===== src/rtl/imm_extend_unit.sv =====
// imm_extend_unit: registered immediate extender between decode and ID/EX.
// Takes a 12-bit immediate field and an extension mode over valid/ready.
// Produces a DATA_W-bit immediate one cycle after the input is accepted.
// Mode 5 (PREFIX) latches upper bits that the next instruction uses.
// Modes 6 and 7 are illegal: they produce a zero immediate with out_err set.
module imm_extend_unit #(
    parameter int DATA_W  = 16,
    parameter int FIELD_W = 12
) (
    input  logic              clk,
    input  logic              rst,
    input  logic              flush,
    input  logic              in_valid,
    output logic              in_ready,
    input  logic [FIELD_W-1:0] imm_field,
    input  logic [2:0]        inst_mode,
    output logic              out_valid,
    input  logic              out_ready,
    output logic [DATA_W-1:0] out_imm,
    output logic              out_err,
    output logic              pfx_pending
);

    // The prefix supplies every result bit except the low nibble.
    localparam int PFX_W = DATA_W - 4;

    localparam logic [0:0] NOPFX = 1'b0;
    localparam logic [0:0] PFX   = 1'b1;

    localparam logic [2:0] MODE_ZX4  = 3'd0;
    localparam logic [2:0] MODE_SX4  = 3'd1;
    localparam logic [2:0] MODE_SX8  = 3'd2;
    localparam logic [2:0] MODE_SX12 = 3'd3;
    localparam logic [2:0] MODE_ZX8  = 3'd4;
    localparam logic [2:0] MODE_PFX  = 3'd5;

    logic [0:0]               state;
    logic signed [PFX_W-1:0]  pfx_reg;
    logic signed [DATA_W-1:0] imm_p1;
    logic                     vld_p1;
    logic                     err_p1;
    logic                     accept;
    logic                     illegal;

    // Standard (no-prefix) extension selected by the mode.
    function automatic logic signed [DATA_W-1:0] extend_imm(
        input logic [11:0] f,
        input logic [2:0]  mode
    );
        logic signed [3:0]        s4;
        logic signed [7:0]        s8;
        logic signed [11:0]       s12;
        logic signed [DATA_W-1:0] r;
        s4  = f[3:0];
        s8  = f[7:0];
        s12 = f;
        case (mode)
            MODE_ZX4:  r = DATA_W'(f[7:4]);
            MODE_SX4:  r = DATA_W'(s4);
            MODE_SX8:  r = DATA_W'(s8);
            MODE_SX12: r = DATA_W'(s12);
            MODE_ZX8:  r = DATA_W'(f[7:0]);
            default:   r = '0;
        endcase
        return r;
    endfunction

    // Prefix field sign-extended to the upper-bits width.
    function automatic logic signed [PFX_W-1:0] extend_prefix(input logic [11:0] f);
        logic signed [11:0] s;
        s = f;
        return PFX_W'(s);
    endfunction

    assign in_ready    = !out_valid || out_ready;
    assign accept      = in_valid && in_ready;
    assign illegal     = (inst_mode == 3'd6) || (inst_mode == 3'd7);
    assign pfx_pending = (state == PFX);
    assign out_valid   = vld_p1;
    assign out_err     = err_p1;
    assign out_imm     = imm_p1;

    // Control: prefix state, output valid and error flag.
    always_ff @(posedge clk or posedge rst) begin
        if (rst) begin
            state  <= NOPFX;
            vld_p1 <= 1'b0;
            err_p1 <= 1'b0;
        end else if (flush) begin
            state  <= NOPFX;
            vld_p1 <= 1'b0;
            err_p1 <= 1'b0;
        end else if (accept) begin
            if (inst_mode == MODE_PFX) begin
                state  <= PFX;
                vld_p1 <= 1'b0;
            end else begin
                state  <= NOPFX;
                vld_p1 <= 1'b1;
                err_p1 <= illegal;
            end
        end else if (out_ready) begin
            vld_p1 <= 1'b0;
        end
    end

    // Data: prefix bits and output immediate (p0 -> p1 stage boundary).
    always_ff @(posedge clk or posedge rst) begin
        if (rst) begin
            pfx_reg <= '0;
            imm_p1  <= '0;
        end else if (!flush && accept) begin
            if (inst_mode == MODE_PFX) begin
                pfx_reg <= extend_prefix(imm_field);
            end else if (illegal) begin
                imm_p1 <= '0;
            end else if (state == PFX) begin
                imm_p1 <= {pfx_reg, imm_field[3:0]};
            end else begin
                imm_p1 <= extend_imm(imm_field, inst_mode);
            end
        end
    end

endmodule


===== config.mk =====
export PLATFORM = sky130hd
export DESIGN_NAME = imm_extend_unit
export DESIGN_NICKNAME = d
export VERILOG_FILES = /design/src/rtl/imm_extend_unit.sv
export SDC_FILE = /design/constraint.sdc
export NUM_CORES = 1
export LEC_CHECK = 0
export ABC_CLOCK_PERIOD_IN_PS = 2000
export BUFFER_PORTS_ARGS = -buffer_cell sky130_fd_sc_hd__buf_2
export CAP_MARGIN = 20
export CORE_ASPECT_RATIO = 0.75
export CORE_MARGIN = 2
export CORE_UTILIZATION = 56
export DETAILED_ROUTE_END_ITERATION = 8
export PLACE_DENSITY = 0.83
export SLEW_MARGIN = 15
export SYNTH_ARGS = -nofsm -noshare
export SYNTH_HDL_FRONTEND = slang
export SYNTH_SLANG_ARGS = --single-unit

===== constraint.sdc =====
create_clock -name clk -period 2 [get_ports clk]
set_input_delay 0.1 -clock clk [delete_from_list [all_inputs] [get_ports clk]]
set_output_delay 0.1 -clock clk [all_outputs]
set_load 0.02 [all_outputs]

==> metrics.md <==
| Metric | Value |
|---|---|
| Hold Violations, Final | `0` |
| Clk network pwr share | `0.297` |
| PwrDens | `900.3 nW/µm²` |
| Maximum root-to-sink buffer count | `2` |
| CP arrival | `1770 ps` |
| Vias in the first global route | `1211` |
| Least-Margin Pin Slew | `471.8 ps` |
| Final period utilization | `0.7947` |
| Seq pwr share | `0.471` |
| Cell count after synthesis | `130` |
| Switching share of power | `0.2846` |
| Die Y | `50.42 µm` |
| Minimum clock period | `1589 ps` |
| Total GRT Usage | `0.2408` |
| Syn Area/Cell | `12.38 µm²` |
| Comb power frac | `0.233` |
| First-pass GRT wire length | `5802 µm` |
| Cell variety after synth | `37` |
| Cts repair resizes | `0` |
| Net Sw Power | `481.2 µW` |
| Hold Crit Endpoint | `out_err` |
| Top-Level Pins | `40` |
| RSZ-0062 raised after global routing | `false` |
| Post-synth EDFFs | `0` |
| CP Max Fanout | `12` |
| Chip width | `65.90 µm` |
| Worst slew margin | `0.6847` |
| H-tree depth | `2` |
| Hold_sp | `flush` |
| # rows | `16` |
| Sink Count | `31` |
| Antenna-violating nets left | `0` |
| Worst-path clk slew | `60 ps` |
| Layout cells sized above 1 | `0.4059` |
| Core Area | `2663 µm²` |
| Synth Register Bits | `31` |
| WS Path Type | `flop to flop` |
| DRC Markers | `0` |
| Slew Viols, Final | `0` |
| Initial core utilization | `0.6043` |
| Endpoint type of the worst setup path | `flop` |
| Setup violators final | `0` |
| Yosys top cell area share | `0.4821` |
| Setup_tns | `0 ps` |
| Internal power | `1.209 mW` |
| Vias per cell | `5.976` |
| DR WL/cell | `16.93 µm` |
| Top-count cell post-synth | `dfrtp_1` |
| Grt ovf | `0` |
| Syn Nets | `150` |
| Antenna cells | `0` |
| Clk Latency, worst-skew pair | `290 ps` |
| Critical R2R Capture | `pfx_reg[10]` |
| DRT Pass-1 Iters | `4` |
| Synth area leaders | `dfrtp_1, mux2_4, nand2b_1, a32o_1, a22o_1` |
| Sequential element share of the synthesized area | `0.4821` |
| Final #Nets | `190` |
| CTS tree | `built` |
| CTS Buf Count | `5` |
| Detailed Route Iter0 Violations | `71` |
| Power after layout | `1.691 mW` |
| Area leader, netlist | `dfrtp_1` |
| IO Port Bufs | `39` |
| Max reg flops | `16` |
| Outcome | `completed` |
| # fillers | `190` |
| Layout area overhead | `16.72%` |
| Cells on Worst Hold Path | `2` |
| Mapped Area | `1609 µm²` |
| Post-DP HPWL | `2517 µm` |
| R2R setup slack | `410 ps` |
| R2R cell count | `4` |
| Final Wtd Congestion | `0.7644` |
| Synth warnings | `0` |
| Max-cap violations | `0` |
| Final WL | `3487 µm` |
| Root Buffer | `clkbuf_8` |
| FF-to-FF Start | `out_valid` |
| Largest net degree at the start of global routing | `32` |
| Die area | `3322 µm²` |
| Detailed-route via count | `1231` |
| Final hold slack | `14.40 ps` |
| Final clock skew | `5.964 ps` |
| Initial antenna violation count | `0` |
| Min-delay worst type | `primary input to flop` |
| Fmax | `629.1 MHz` |
| Fraction of registers with async set or reset after synthesis | `1.000` |
| Top_reg_cell synth | `dfrtp_1` |
| Startpoint Class | `flop` |
| Leak pwr | `0.9391 nW` |
| Required time of the critical path | `2180 ps` |
| Post-synth top cells | `dfrtp_1, nand2b_1, mux2_4` |
| VDD IR-drop max | `0.0005683 V` |
| CP Launch Point | `out_valid` |
## power groups by stage
| stage | sequential, mW | combinational, mW | clock, mW |
|---|---|---|---|
| floorplan | 0.855 | 0.227 | 0 |
| global placement | 0.800 | 0.383 | 0 |
| detailed placement | 0.807 | 0.394 | 0 |
| CTS | 0.797 | 0.397 | 0.508 |
| global route | 0.809 | 0.424 | 0.531 |
| finish | 0.796 | 0.394 | 0.501 |
## cells by family (layout without fill, tap and decap cells)
kind of cell,Yosys count,after routing,synth area share
compound gates,33,33,0.1680
flops,31,31,0.4821
simple gates,43,43,0.1820
buf+inv,10,50,0.05443
mux,13,13,0.1135
## worst max path at each step
stage / cells after the start / endpoint / slack [ps]
floorplan: 6 / pfx_reg[0] / 470
global placement: 5 / pfx_reg[9] / 460
detailed placement: 5 / pfx_reg[10] / 390
CTS: 4 / pfx_reg[10] / 410
global route: 4 / pfx_reg[9] / 360
finish: 4 / pfx_reg[10] / 410
## layer usage
metal / part of all wire / vias to the layer above / global-route usage
met5: 0 / - / 0
met4: 0.013 / 0 / 0.09375
met3: 0.084 / 6 / 0.08969
met2: 0.45 / 61 / 0.3535
met1: 0.45 / 603 / 0.3235
li1: - / 561 / -
## critical path, stage by stage (launching register included)
cell and delay [ps]:
dfrtp_1 410, nand2b_4 130, nand3b_4 130, nor2_4 420, mux2_2 380
## what timing repair did
item	CTS	global route
hold endpoints to repair	31	0
hold buffers	1	0
setup buffers	0	0
## layout make-up
class,instances,area (µm²),share of cell area
Timing Repair Buffer,42,220.2,0.1173
Multi-Input combinational cell,89,745.7,0.3971
Inverter,1,3.754,0.001999
Clock inverter,1,5.005,0.002665
Tap cell,36,45.04,0.02398
Clock buffer,6,82.58,0.04397
Sequential cell,31,775.7,0.4131
## through the flow
step,util,std cells,setup slack [ps],cell area [µm²]
after global placement,0.6687,198,456.1,1780
after detailed placement,0.6687,198,392.9,1780
after floorplan,-,130,469.4,1609
final,0.7054,206,410.5,1878
after global routing,0.7054,206,362.0,1878
after CTS,0.7054,206,405.4,1878
## layout by cell type (no fill, tap or decap), drive strengths merged
cell          n
clkbuf        6
nand3b        1
a221o         4
a32o          7
a22o          5
a21oi         3
nand4         1
and4bb        2
inv           1
mux2i         1
and2b         1
clkinv        1
dfrtp        31
nand2b       15
a31oi         3
a22oi         4
a21o          4
nor3          2
nor2          8
nand3         1
a32oi         1
mux2         12
o21ai         2
nand2         7
or2           3
buf          41
nand4b        1
dlygate4sd3   1
nor2b         1
No activity file was read; power rests on OpenSTA's default activity.
